`config.mk`:
```
export PLATFORM = sky130hd
export DESIGN_NAME = sar_conv_ctrl
export DESIGN_NICKNAME = d
export VERILOG_FILES = /design/src/rtl/sar_conv_ctrl.sv
export SDC_FILE = /design/constraint.sdc
export NUM_CORES = 1
export LEC_CHECK = 0
export BUFFER_PORTS_ARGS = -buffer_cell sky130_fd_sc_hd__buf_4
export CAP_MARGIN = 20
export CORE_ASPECT_RATIO = 1.75
export CORE_MARGIN = 5
export CORE_UTILIZATION = 45
export DETAILED_ROUTE_END_ITERATION = 7
export GPL_TIMING_DRIVEN = 0
export PLACE_DENSITY_LB_ADDON = 0.2
export SETUP_SLACK_MARGIN = 0.2
export SYNTH_ARGS = -nofsm -noshare
export SYNTH_HDL_FRONTEND = slang
export SYNTH_SLANG_ARGS = --single-unit
export TNS_END_PERCENT = 20
```
`constraint.sdc`:
```
create_clock -name clk -period 1.9 [get_ports clk]
set_input_delay 0 -clock clk [delete_from_list [all_inputs] [get_ports clk]]
set_output_delay 0 -clock clk [all_outputs]
set_load 0.01 [all_outputs]
```
`src/rtl/sar_conv_ctrl.sv`:
```
// SAR conversion sequencer: pulses cnvst, captures sar on each eoc rise, averages 2**AVG_LOG2 samples.
// Latency: data_valid rises the cycle after the final eoc edge of a block is sampled.
// Backpressure: none; start is ignored while busy, and an eoc that never arrives aborts to IDLE.
module sar_conv_ctrl #(
  parameter int DATA_W       = 8,
  parameter int CNVST_CYCLES = 2,
  parameter int TIMEOUT      = 32,
  parameter int GAP_CYCLES   = 4,
  parameter int AVG_LOG2     = 2
) (
  input  logic              clk,
  input  logic              rst,
  input  logic              start,
  input  logic              cont_en,
  input  logic              eoc,
  input  logic [DATA_W-1:0] sar,
  output logic              cnvst,
  output logic              busy,
  output logic [DATA_W-1:0] data_out,
  output logic              data_valid,
  output logic              timeout_err
);

  localparam int ACC_W     = DATA_W + AVG_LOG2;
  localparam int IDX_W     = (AVG_LOG2 > 0) ? AVG_LOG2 : 1;
  localparam int CNT_MAX_A = (CNVST_CYCLES > GAP_CYCLES) ? CNVST_CYCLES : GAP_CYCLES;
  localparam int CNT_MAX   = (TIMEOUT > CNT_MAX_A) ? TIMEOUT : CNT_MAX_A;
  localparam int CNT_W     = $clog2(CNT_MAX + 1);
  localparam logic [IDX_W-1:0] IDX_LAST = IDX_W'((1 << AVG_LOG2) - 1);

  typedef enum logic [1:0] {
    S_IDLE  = 2'd0,
    S_START = 2'd1,
    S_WAIT  = 2'd2,
    S_GAP   = 2'd3
  } state_t;

  state_t             state;
  state_t             state_nxt;
  logic               eoc_d;
  logic [ACC_W-1:0]   acc;
  logic [ACC_W-1:0]   acc_sum;
  logic [IDX_W-1:0]   idx;
  logic [CNT_W-1:0]   cnt;
  logic               blk_done;
  logic               eoc_rise;
  logic               start_end;
  logic               wait_end;
  logic               gap_end;
  logic               last_smp;
  logic               go;

  // A level already high when WAIT is entered has eoc_d==1, so it never looks like an edge.
  assign eoc_rise  = eoc & ~eoc_d;
  assign start_end = (cnt == CNT_W'(CNVST_CYCLES - 1));
  assign wait_end  = (cnt == CNT_W'(TIMEOUT - 1));
  assign gap_end   = (cnt == CNT_W'(GAP_CYCLES - 1));
  assign acc_sum   = acc + ACC_W'(sar);
  assign last_smp  = (idx == IDX_LAST);
  assign go        = start | cont_en;

  always_ff @(posedge clk) begin
    if (!rst) begin
      state <= S_IDLE;
    end else begin
      state <= state_nxt;
    end
  end

  always_comb begin
    state_nxt = state;
    case (state)
      S_IDLE: begin
        if (go) state_nxt = S_START;
      end
      S_START: begin
        if (start_end) state_nxt = S_WAIT;
      end
      S_WAIT: begin
        if (eoc_rise) begin
          state_nxt = S_GAP;
        end else if (wait_end) begin
          state_nxt = S_IDLE;
        end
      end
      S_GAP: begin
        if (gap_end) begin
          state_nxt = (!blk_done || cont_en) ? S_START : S_IDLE;
        end
      end
      default: state_nxt = S_IDLE;
    endcase
  end

  always_comb begin
    cnvst = 1'b0;
    busy  = 1'b0;
    case (state)
      S_IDLE:  busy = 1'b0;
      S_START: begin
        cnvst = 1'b1;
        busy  = 1'b1;
      end
      default: busy = 1'b1;
    endcase
  end

  // One shared timer; restarts from zero on every state change and idles at zero.
  always_ff @(posedge clk) begin
    if (!rst) begin
      cnt <= '0;
    end else if ((state_nxt != state) || (state == S_IDLE)) begin
      cnt <= '0;
    end else begin
      cnt <= cnt + CNT_W'(1);
    end
  end

  always_ff @(posedge clk) begin
    if (!rst) begin
      eoc_d       <= 1'b0;
      acc         <= '0;
      idx         <= '0;
      blk_done    <= 1'b0;
      data_out    <= '0;
      data_valid  <= 1'b0;
      timeout_err <= 1'b0;
    end else begin
      eoc_d      <= eoc;
      data_valid <= 1'b0;
      case (state)
        S_IDLE: begin
          if (go) begin
            acc         <= '0;
            idx         <= '0;
            blk_done    <= 1'b0;
            timeout_err <= 1'b0;
          end
        end
        S_WAIT: begin
          if (eoc_rise) begin
            acc <= acc_sum;
            if (last_smp) begin
              data_out   <= DATA_W'(acc_sum >> AVG_LOG2);
              data_valid <= 1'b1;
              blk_done   <= 1'b1;
            end else begin
              idx <= idx + IDX_W'(1);
            end
          end else if (wait_end) begin
            timeout_err <= 1'b1;
            acc         <= '0;
            idx         <= '0;
          end
        end
        S_GAP: begin
          // Completed block: start the next one (if any) from a clean accumulator.
          if (gap_end && blk_done) begin
            acc      <= '0;
            idx      <= '0;
            blk_done <= 1'b0;
          end
        end
        default: ;
      endcase
    end
  end

endmodule

```
## Word level (Yosys, flattened, before mapping)

Index checks and enable logic that the tools add are counted.

| cells by class | value |
|---|---|
| shifts and indexed selects | 0 |
| multipliers | 0 |
| magnitude comparators | 0 |
| reduce and logical (&&, ||, !) cells | 14 |
| mux-type cells | 29 |
| div/mod/pow operators | 0 |
| add/subtract/negate cells | 3 |
| bitwise logic cells | 4 |
| eq/ne operators | 16 |

Operators by type and width:

| operator | number |
|---|---|
| 10-bit 2-to-1 mux | 4 |
| 10-bit one-hot mux with 3 select lines | 1 |
| 2-bit 2-to-1 mux | 10 |
| 2-bit != test (second input constant) | 6 |
| 10-bit by 8-bit adder with 10-bit output | 1 |
| 1-bit 2-to-1 mux | 10 |
| 5-bit AND reduction | 2 |
| 2-bit one-hot mux with 4 select lines | 1 |
| 4-bit AND reduction | 2 |
| 6-bit by 1-bit adder with 6-bit output (second input constant) | 1 |
| 2-bit == test (second input constant) | 3 |
| 6-bit by 1-bit == test with 1-bit output (second input constant) | 1 |
| 6-bit by 2-bit == test with 1-bit output (second input constant) | 1 |
| 6-bit by 5-bit == test with 1-bit output (second input constant) | 1 |
| 3-bit != test (second input constant) | 2 |
| 2-bit one-hot mux with 3 select lines | 1 |
| 3-bit AND reduction | 2 |
| 1-bit one-hot mux with 3 select lines | 1 |
| 3-bit nonzero test | 1 |
| 2-bit by 1-bit adder with 2-bit output (second input constant) | 1 |
| 2-bit by 1-bit == test with 1-bit output (second input constant) | 1 |
| 2-bit zero test | 1 |
| 1-bit logical OR | 2 |
| 2-bit != test | 1 |
| 8 further kinds | 9 |

| storage, ports and cells | value |
|---|---|
| bits in latches | 0 |
| memories | 0 |
| bits in writable memories | 0 |
| output and inout bits | 12 |
| bits in read-only memories | 0 |
| bits in registers | 32 |

## Logic depth before layout (Yosys ltp)

Gate-level depths: netlist (run 1).

| logic depth | value |
|---|---|
| word-level depth | 8 |
| depth in mapped cells | 8 |

## Least setup slack after synthesis (run 1)

Ideal clock, no wire load.

| timing path | value |
|---|---|
| kind | register to register |
| start point | register acc[0] |
| end point | register data_out[4] |
| clock period less this slack | 2.046 ns |
| setup time | 0.062 ns |
| slack | -0.146 ns |
| stages on the path, launching flop included | 9 |
| arrival time | 1.984 ns |
| path through | dfxtp_1 ha_1 inv_1 fa_1 nand2b_1 a21oi_1 a31oi_1 or4b_1 nand3_1 |

| on the way | value |
|---|---|
| longest elaborated chain between the ends | 1 |

RTL lines:

| item | line | RTL |
|---|---|---|
| from (decl) | 41 | `logic [ACC_W-1:0] acc;` |
| from (signal assigned) | 142 | `acc <= acc_sum;` |
| 10-bit by 8-bit adder with 10-bit output | 58 | `assign acc_sum = acc + ACC_W'(sar);` |
| to (signal assigned) | 144 | `data_out <= DATA_W'(acc_sum >> AVG_LOG2);` |
| to (decl) | 19 | `output logic [DATA_W-1:0] data_out,` |

No other way between the ends.
A chain may end at the register's enable or synchronous reset.

## Worst setup path after layout (run 1)

Same ends and word-level chain as after synthesis.

==> flow_summary.json, run 1 <==
{
  "antenna_cells": 0,
  "fin_setup_tns_ns": 0,
  "syn_nets": 234,
  "cp-start-kind": "flop",
  "synth_compound_area_share_pct": 17.83,
  "worst_slew_pin_slew_ns": 0.4849,
  "synth.area.mux_share_pct": 1.119,
  "fillCellCount": 337,
  "place_congestion": 0.8106,
  "async_flop_share_pct": 0,
  "cts_root_buffer": "clkbuf_8",
  "clkSlewWorstSetupHoldPaths_ns": 0.07,
  "htree_levels": 2,
  "fin_ws_ns": 0.02183,
  "fin_crit_ns": 1.878,
  "synthFlopType": "dfxtp_1",
  "status": "finished, final reports clean",
  "drt_iter0_drc": 45,
  "gr-total-overflow": 0,
  "initial_core_util_pct": 46.28,
  "internal_power_mw": 1.148,
  "p_per_area_nw_per_um2": 647.3,
  "skew_ns": 0.01020,
  "cp-startpoint": "acc[0]$_SDFFE_PN0P_",
  "endpoint_kind": "flop",
  "maxSlewViolCount": 0,
  "synth.distinct_cells": 53,
  "grt_max_degree": 12,
  "num_rows": 30,
  "gr-usage-all-layers_pct": 17.58,
  "ys_seq_area_share_pct": 35.80,
  "synth_edf_count": 0,
  "io_buffer_count": 23,
  "hold_start": "sar[0]",
  "max_cap_violations": 0,
  "dp_hpwl_mm": 3.264,
  "nets": 273,
  "finalSetupViolCount": 0,
  "peakVddDrop_mv": 0.6301,
  "fp.dieW_um": 57.67,
  "crit_type": "reg2reg",
  "cts_made_buffers": 5,
  "viasPerCell": 5.677,
  "rsz0062_at_grt": "true",
  "coreArea_um2": 3866,
  "area_delta_synth_final_pct": 33.01,
  "required_ns": 2.13,
  "dp_slack_ns": -0.1035,
  "fmax_ghz": 0.5324,
  "grt_pass1_wl_mm": 7.376,
  "r2r_start": "acc[0]$_SDFFE_PN0P_",
  "leakagePower_nw": 0.9543,
  "cts.path.max_buffers": 2,
  "p_total_mw": 1.540,
  "seq_area_um2": 649.4,
  "layout.cells.non_filler": 297,
  "fin_crit_sh_pct": 98.85,
  "hold_path_class": "in2reg",
  "clk_latency_ns": 0.29,
  "synth_cells": 209,
  "syn_area_um2": 1789,
  "final_antenna_net_count": 0,
  "cts.sinks": 32,
  "wirelength_mm": 4.648,
  "hold_viol": 0,
  "yosys_warnings": 0,
  "p_comb_share_pct": 11.8,
  "synth_seq_cells": 32,
  "cp_max_fo": 2,
  "p_seq_share_pct": 44.5,
  "antenna_found_initial": 0,
  "multi_input_area_um2": 1211,
  "drive_gt1_share_pct": 32.13,
  "tritoncts": "yes",
  "die_area_um2": 5387,
  "wl_per_cell_um": 15.65,
  "power.switching_mw": 0.3925,
  "vias": 1686,
  "yosys.area_share.simple_pct": 27.69,
  "io_pins": 25,
  "worstPathArrival_ns": 2.11,
  "drc_errors": 0,
  "avgSynthCellArea_um2": 8.561,
  "drtPass1Iterations": 4,
  "p_sw_share_pct": 25.48,
  "dpl.cell_count": 280,
  "synth_top_family_by_area": "simple AND/OR/NAND/NOR gates",
  "die_h_um": 93.42,
  "pwr-share-clk_pct": 43.8,
  "grt_pass1_vias": 1677,
  "slew_headroom_pct": 67.67,
  "synth_xor_area_share_pct": 3.916,
  "synth_fa_ha_area_share_pct": 8.811
}
-- through the flow --
stage	util, %	area, um2	hold WS, ns
6_report	61.55	2380	0.1118
5_1_grt	61.55	2380	0.1117
4_1_cts	59.35	2295	0.1116
3_5_place_dp	53.59	2072	0.2166
3_3_place_gp	53.59	2072	0.2126
2_1_floorplan	-	1839	0.1217
-- logic make-up after synthesis --
| family | after synthesis |
|---|---|
| fa+ha+maj | 12 |
| mux | 2 |
| buf+inv | 20 |
| xor+xnor | 8 |
| compound gates | 46 |
| simple gates | 89 |
| flops | 32 |
-- metal layers --
metal | wire length, um | track usage [%] | part of all wire (%) | up-vias
met5 | 0 | 0 | 0 | -
met2 | 2624 | 33.77 | 56 | 38
met1 | 1786 | 17.03 | 38 | 810
met4 | 76 | 8.124 | 1.6 | 0
met3 | 160 | 3.729 | 3.4 | 7
li1 | - | - | - | 831
-- worst max-delay path, cell delays in order (launching register included) --
cell,delay (ns)
dfxtp_2,0.35
ha_4,0.14
inv_2,0.04
fa_2,0.33
nand2b_4,0.16
a21oi_4,0.16
a31oi_4,0.10
or4b_1,0.47
nand3_1,0.08
-- cells in the final DEF (no fill, tap or decap), types with 3 or more instances in the layout --
master         instances
a21o_1                 4
a21oi_1                4
a22oi_1                4
a31o_2                 3
a31oi_1                3
and3_1                 3
buf_4                 30
clkbuf_1               3
clkbuf_2               3
clkbuf_8               5
dfxtp_1               25
dfxtp_2                7
dlygate4sd3_1          3
ha_1                   6
ha_4                   5
inv_1                  7
nand2_1               14
nand2b_1               3
nand3_1               20
nand4_1                5
nor2_1                16
nor2b_1                3
nor3_1                 3
o211ai_1               3
o21ai_0                6
xnor2_1                4
xor2_1                 3
-- flip-flops by register name, indices dropped and copies added, names as in the netlist --
| name | flops |
|---|---|
| cnt | 6 |
| eoc_d | 1 |
| timeout_err | 1 |
| data_valid | 1 |
| state | 2 |
| data_out | 8 |
| acc | 10 |
| blk_done | 1 |
| idx | 2 |
-- layout make-up --
class | count | share of cell area (%)
Tap cell | 48 | 2.524
Clock inverter | 3 | 1.788
Clock buffer | 5 | 2.892
Timing Repair Buffer | 32 | 10.41
Sequential cell | 32 | 27.29
Inverter | 8 | 1.262
Buffer | 12 | 2.944
Multi-Input combinational cell | 157 | 50.89
-- what timing repair did --
action,CTS,global route
hold buffers,3,0
buffers inserted,5,1
resized for setup,10,24
pin swaps,5,13
endpoints found under the setup margin,17,26
endpoints found under the hold margin,2,0
-- synth_stat cells (2+ instances only) --
cell type | number | area [um2]
or2_2 | 2 | 12.51
xnor2_1 | 4 | 35.03
or3_1 | 2 | 12.51
o211ai_1 | 3 | 22.52
nand4_1 | 5 | 31.28
a31oi_1 | 4 | 25.02
nor2b_1 | 4 | 25.02
clkbuf_1 | 7 | 26.28
buf_2 | 3 | 15.01
o31ai_1 | 2 | 15.01
a211oi_1 | 2 | 15.01
and3_1 | 3 | 18.77
dfxtp_1 | 32 | 640.6
nor3_1 | 3 | 15.01
and2_1 | 2 | 12.51
a21oi_1 | 6 | 30.03
a21boi_0 | 2 | 15.01
nor3b_1 | 2 | 15.01
a21o_1 | 4 | 30.03
nand2b_1 | 4 | 25.02
nor2_1 | 16 | 60.06
ha_1 | 11 | 137.6
and4_1 | 2 | 17.52
mux2i_1 | 2 | 20.02
o21ai_1 | 2 | 10.01
a22oi_1 | 4 | 30.03
nand2_1 | 14 | 52.55
o21ai_0 | 6 | 30.03
xor2_1 | 4 | 35.03
a31o_2 | 3 | 26.28
nand3_1 | 20 | 100.1
inv_1 | 8 | 30.03
-- path summary, 6_finish.rpt --
check / to / slack, ns / cells after the start
max: data_out[4]$_SDFFE_PN0P_ / 0.02 / 8
min: acc[0]$_SDFFE_PN0P_ / 0.11 / 4
max reg2reg: data_out[4]$_SDFFE_PN0P_ / 0.02 / 8
min reg2reg: data_out[2]$_SDFFE_PN0P_ / 0.47 / 2
-- power by group through the flow --
| stage | clock (mW) | combinational, mW | sequential (mW) |
|---|---|---|---|
| after floorplan | 0 | 0.104 | 0.697 |
| after global placement | 0 | 0.158 | 0.699 |
| after detailed placement | 0 | 0.159 | 0.699 |
| after CTS | 0.683 | 0.171 | 0.683 |
| after global routing | 0.713 | 0.198 | 0.686 |
| final | 0.674 | 0.181 | 0.685 |
Power figures use the tool's default switching activity.
==> run 2: changes to the inputs <==
--- a/config.mk
+++ b/config.mk
@@ -11,7 +11,6 @@
 export CORE_MARGIN = 5
 export CORE_UTILIZATION = 45
 export DETAILED_ROUTE_END_ITERATION = 7
-export GPL_TIMING_DRIVEN = 0
 export PLACE_DENSITY_LB_ADDON = 0.2
 export SETUP_SLACK_MARGIN = 0.2
 export SYNTH_ARGS = -nofsm -noshare
==> run 2 against run 1 <==
Worst hold slack gained 0.010 ns. Design area increased by 2.8%. Sequential share of layout area shrank 0.55 points. Non-clock buffer count did not move. Combinational power decreased by 3%. Clock skew shrank 0.0023 ns. Global-route usage about the same.
==> flow_summary.json, run 2 (same netlist as run 1, synthesis figures left out) <==
{
  "status": "finished, final reports clean",
  "rsz0062_at_grt": "true",
  "cp_max_fo": 2,
  "final_common_cell": "buf_4",
  "fin_crit_ns": 1.878,
  "drt_iter0_drc": 39,
  "hold_viol": 0,
  "utilization_pct": 63.30,
  "wirelength_mm": 4.557,
  "max_cap_violations": 0,
  "initial_core_util_pct": 46.28,
  "postPlaceCellArea_um2": 2136,
  "hold_depth": 4,
  "endpoint_kind": "flop",
  "crit_type": "reg2reg",
  "worst_slew_pin_slew_ns": 0.3961,
  "die_area_um2": 5387,
  "dpl.cell_count": 284,
  "wl_per_cell_um": 15.34,
  "finalSetupViolCount": 0,
  "p_per_area_nw_per_um2": 643.2,
  "grt_pass1_wl_mm": 7.438,
  "cts_root_buffer": "clkbuf_8",
  "peakVddDrop_mv": 0.4835,
  "drtPass1Iterations": 4,
  "clkSlewWorstSetupHoldPaths_ns": 0.07,
  "grt_pass1_vias": 1631,
  "cp-start-kind": "flop",
  "tritoncts": "yes",
  "io_pins": 25,
  "largest_reg_flops": 10,
  "grt_max_degree": 38,
  "coreArea_um2": 3866,
  "dp_hpwl_mm": 3.345,
  "reg_top3": "acc (10), data_out (8), cnt (6)",
  "drc_errors": 0,
  "required_ns": 2.13,
  "layout.cells.non_filler": 297,
  "cts_made_buffers": 5,
  "r2r_start": "acc[0]$_SDFFE_PN0P_",
  "drive_gt1_share_pct": 36.14,
  "hold_slack_ns": 0.1220,
  "fin_crit_sh_pct": 98.82,
  "gr-usage-all-layers_pct": 17.58,
  "regMostFlops": "acc",
  "nets": 273,
  "num_rows": 30,
  "slew_headroom_pct": 73.50,
  "final_antenna_net_count": 0,
  "die_h_um": 93.42,
  "r2r-end": "data_out[4]$_SDFFE_PN0P_",
  "hold_start": "sar[0]",
  "gr-total-overflow": 0,
  "clk_latency_ns": 0.28,
  "stdcell_area_um2": 2447,
  "fin_setup_tns_ns": 0,
  "maxSlewViolCount": 0,
  "cts.path.max_buffers": 2,
  "rr_worst_depth": 8,
  "cts.sinks": 32,
  "reg2reg_slack_ns": 0.02,
  "antenna_cells": 0,
  "vias": 1636,
  "area_delta_synth_final_pct": 36.78,
  "fmax_ghz": 0.5326,
  "htree_levels": 2,
  "leakagePower_nw": 0.9773,
  "antenna_found_initial": 0,
  "hold_path_class": "in2reg",
  "fp.dieW_um": 57.67,
  "viasPerCell": 5.508,
  "place_congestion": 0.8460,
  "final_cell_mix": "buf_4 (40), dfxtp_1 (25), nand3_1 (18)",
  "min_to": "acc[0]$_SDFFE_PN0P_",
  "worstPathArrival_ns": 2.10,
  "skew_ns": 0.007915,
  "io_buffer_count": 24
}
## run 2: final cells by class
type | count | area, um2
clock buffers | 7 | 96.34
clock inverters | 1 | 30.03
fillers | 336 | 1419
inverters | 8 | 30.03
multi-input cells | 157 | 1235
flip-flops and latches | 32 | 654.4
well taps | 48 | 60.06
repair buffers | 44 | 341.6
## run 2: per-layer routing
| layer | up-vias | routed length, um | track usage (%) |
|---|---|---|---|
| met5 | - | 0 | 0 |
| li1 | 829 | - | - |
| met3 | 10 | 150 | 3.315 |
| met4 | 0 | 111 | 8.897 |
| met2 | 29 | 2589 | 31.79 |
| met1 | 768 | 1706 | 18.74 |
## run 2: what timing repair did
action | 4_1_cts | 5_1_grt
hold buffers | 3 | 0
endpoints found under the hold margin | 2 | 0
resized for setup | 5 | 24
buffers inserted | 2 | 0
endpoints found under the setup margin | 10 | 19
pin swaps | 6 | 15
## run 2: worst max-delay path by stage
stage | start | to | depth (start not counted)
3_3_place_gp | acc[0]$_SDFFE_PN0P_ | data_out[4]$_SDFFE_PN0P_ | 8
3_5_place_dp | acc[0]$_SDFFE_PN0P_ | data_out[4]$_SDFFE_PN0P_ | 8
2_1_floorplan | acc[0]$_SDFFE_PN0P_ | data_out[4]$_SDFFE_PN0P_ | 8
5_1_grt | acc[0]$_SDFFE_PN0P_ | data_out[4]$_SDFFE_PN0P_ | 8
4_1_cts | acc[0]$_SDFFE_PN0P_ | data_out[4]$_SDFFE_PN0P_ | 8
6_report | acc[0]$_SDFFE_PN0P_ | data_out[4]$_SDFFE_PN0P_ | 8
## run 2: through the flow
| step | power [mW] | worst slack [ns] |
|---|---|---|
| 2_1_floorplan | 0.8011 | 0.01771 |
| 3_3_place_gp | 0.8619 | 0.02867 |
| 3_5_place_dp | 0.8620 | -0.007190 |
| 4_1_cts | 1.585 | 0.009188 |
| 5_1_grt | 1.647 | -0.03963 |
| 6_report | 1.574 | 0.02240 |
## run 2: where the power goes
| group | switching [mW] | internal (mW) | leakage (nW) |
|---|---|---|---|
| registers | 0.0127 | 0.677 | 0.262 |
| logic | 0.0926 | 0.0825 | 0.651 |
| clock network | 0.247 | 0.463 | 0.0645 |
| total | 0.352 | 1.22 | 0.977 |
## run 2: critical path, cell delays in order (launching register included)
cell and delay [ns]:
dfxtp_2 0.36, ha_4 0.15, inv_2 0.04, fa_2 0.33
nand2b_4 0.16, a21oi_4 0.15, a31oi_4 0.09, or4b_1 0.47
nand3_1 0.08
==> run 3: changes to the inputs <==
--- a/config.mk
+++ b/config.mk
@@ -6,12 +6,12 @@
 export NUM_CORES = 1
 export LEC_CHECK = 0
 export BUFFER_PORTS_ARGS = -buffer_cell sky130_fd_sc_hd__buf_4
-export CAP_MARGIN = 20
 export CORE_ASPECT_RATIO = 1.75
 export CORE_MARGIN = 5
 export CORE_UTILIZATION = 45
+export CTS_CLUSTER_SIZE = 28
 export DETAILED_ROUTE_END_ITERATION = 7
-export PLACE_DENSITY_LB_ADDON = 0.2
+export PLACE_DENSITY_LB_ADDON = 0.25
 export SETUP_SLACK_MARGIN = 0.2
 export SYNTH_ARGS = -nofsm -noshare
 export SYNTH_HDL_FRONTEND = slang
==> run 3 against run 2 <==
Flip-flop and latch count stayed put. Register-to-register slack lost 0.02 ns. Total power shrank 3.8%. Clock-buffer cell count decreased by 1. Sequential share of layout area increased by 0.20 points. Cell count shrank 0.34%. Critical path type unchanged.
==> flow_summary.json, run 3 (same netlist as run 1, synthesis figures left out) <==
{
  "hold_start": "sar[0]",
  "rsz0062_at_grt": "true",
  "fin_setup_tns_ns": 0,
  "nets": 272,
  "postPlaceCellArea_um2": 2136,
  "antenna_found_initial": 0,
  "max_cap_violations": 0,
  "fin_crit_sh_pct": 99.97,
  "worst_slew_pin_slew_ns": 0.3612,
  "io_pins": 25,
  "viasPerCell": 5.601,
  "peakVddDrop_mv": 0.8619,
  "hold_path_class": "in2reg",
  "stdcell_area_um2": 2420,
  "cp_top_family": "simple AND/OR/NAND/NOR gates",
  "num_rows": 30,
  "path_cells": "ha_4 > inv_2 > fa_2 > nand2b_4 > a21oi_4 > a31oi_4 > or4b_1 > nand3_1",
  "regMostFlops": "acc",
  "cts_made_buffers": 5,
  "cp_max_fo": 4,
  "clk_latency_ns": 0.28,
  "fin_crit_ns": 1.899,
  "reg2reg_slack_ns": 0.0005,
  "dpl.cell_count": 284,
  "gr-usage-all-layers_pct": 16.57,
  "dp_slack_ns": -0.01650,
  "hold_slack_ns": 0.1234,
  "endpoint_kind": "flop",
  "slew_headroom_pct": 75.92,
  "fp.dieW_um": 57.67,
  "fmax_ghz": 0.5265,
  "finalSetupViolCount": 0,
  "area_delta_synth_final_pct": 35.24,
  "p_total_mw": 1.514,
  "r2r_start": "acc[0]$_SDFFE_PN0P_",
  "fin_ws_ns": 0.0005309,
  "final_antenna_net_count": 0,
  "drc_errors": 0,
  "r2r-end": "data_out[4]$_SDFFE_PN0P_",
  "crit_type": "reg2reg",
  "hold_viol": 0,
  "wirelength_mm": 4.354,
  "drtPass1Iterations": 4,
  "cts.sinks": 32,
  "hold_depth": 4,
  "leakagePower_nw": 0.9650,
  "grt_pass1_vias": 1663,
  "drive_gt1_share_pct": 34.68,
  "max_stage_delay_ns": 0.48,
  "critPathBufInv": 1,
  "tritoncts": "yes",
  "cp-start-kind": "flop",
  "io_buffer_count": 24,
  "coreArea_um2": 3866,
  "required_ns": 2.13,
  "reg_top3": "acc (10), data_out (8), cnt (6)",
  "vias": 1658,
  "slowest_stage": "or4b_1",
  "gr-total-overflow": 0,
  "layout.cells.non_filler": 296,
  "wl_per_cell_um": 14.71,
  "grt_max_degree": 38,
  "p_per_area_nw_per_um2": 625.5,
  "utilization_pct": 62.59,
  "htree_levels": 2,
  "maxSlewViolCount": 0,
  "clkSlewWorstSetupHoldPaths_ns": 0.07,
  "grt_pass1_wl_mm": 7.072,
  "antenna_cells": 0,
  "min_to": "acc[0]$_SDFFE_PN0P_",
  "status": "finished, final reports clean",
  "final_common_cell": "buf_4",
  "worstPathArrival_ns": 2.13,
  "die_h_um": 93.42,
  "rr_worst_depth": 8,
  "initial_core_util_pct": 46.28,
  "final_cell_mix": "buf_4 (39), dfxtp_1 (25), nand3_1 (19)",
  "place_congestion": 0.8271,
  "cts_root_buffer": "clkbuf_8",
  "cts.path.max_buffers": 2,
  "die_area_um2": 5387,
  "dp_hpwl_mm": 3.303,
  "largest_reg_flops": 10,
  "skew_ns": 0.007684,
  "drt_iter0_drc": 36
}
-- run 3: changes by cell type in the layout (fill, tap and decap cells not counted), sizes merged --
cell    delta
clkinv     +1
clkbuf     -1
buf        -1
-- run 3: worst max-delay path by stage --
stage,startpoint,end,slack (ns),cells past startpoint
6_report,acc[0]$_SDFFE_PN0P_,data_out[4]$_SDFFE_PN0P_,0.0005,8
5_1_grt,acc[0]$_SDFFE_PN0P_,data_out[4]$_SDFFE_PN0P_,-0.07,8
2_1_floorplan,acc[0]$_SDFFE_PN0P_,data_out[4]$_SDFFE_PN0P_,0.02,8
3_5_place_dp,acc[0]$_SDFFE_PN0P_,data_out[4]$_SDFFE_PN0P_,-0.02,8
3_3_place_gp,acc[0]$_SDFFE_PN0P_,data_out[4]$_SDFFE_PN0P_,0.006,8
4_1_cts,acc[0]$_SDFFE_PN0P_,data_out[4]$_SDFFE_PN0P_,-0.01,8
-- run 3: worst min-delay path, stage by stage --
cell and delay, ns:
buf_4 0.09, ha_4 0.11, a22oi_1 0.06, nor2b_1 0.10
-- run 3: per-layer routing --
| layer | global-route usage (%) | vias up | wire length [um] |
|---|---|---|---|
| met5 | 0 | - | 0 |
| met4 | 6.383 | 0 | 65 |
| met3 | 3.315 | 7 | 111 |
| met2 | 32.64 | 22 | 2547 |
| met1 | 16.01 | 799 | 1630 |
| li1 | - | 830 | - |
-- run 3: power by group --
part / internal [mW] / total, mW / switching [mW] / leakage (nW)
registers: 0.678 / 0.691 / 0.0125 / 0.262
clock network: 0.389 / 0.645 / 0.255 / 0.0552
logic: 0.0867 / 0.178 / 0.0915 / 0.648
-- run 3: cell type report --
cell class	instances	area [um2]
fillers	349	1446
multi-input cells	157	1236
flip-flops and latches	32	651.9
repair buffers	43	334.1
clock buffers	6	72.57
well taps	48	60.06
clock inverters	2	35.03
inverters	8	30.03
-- run 3: timing repair --
action / 4_1_cts / 5_1_grt
endpoints found under the hold margin: 2 / 0
hold buffers: 3 / 0
pin swaps: 6 / 6
setup buffers: 1 / 0
resized for setup: 7 / 21
endpoints found under the setup margin: 10 / 18
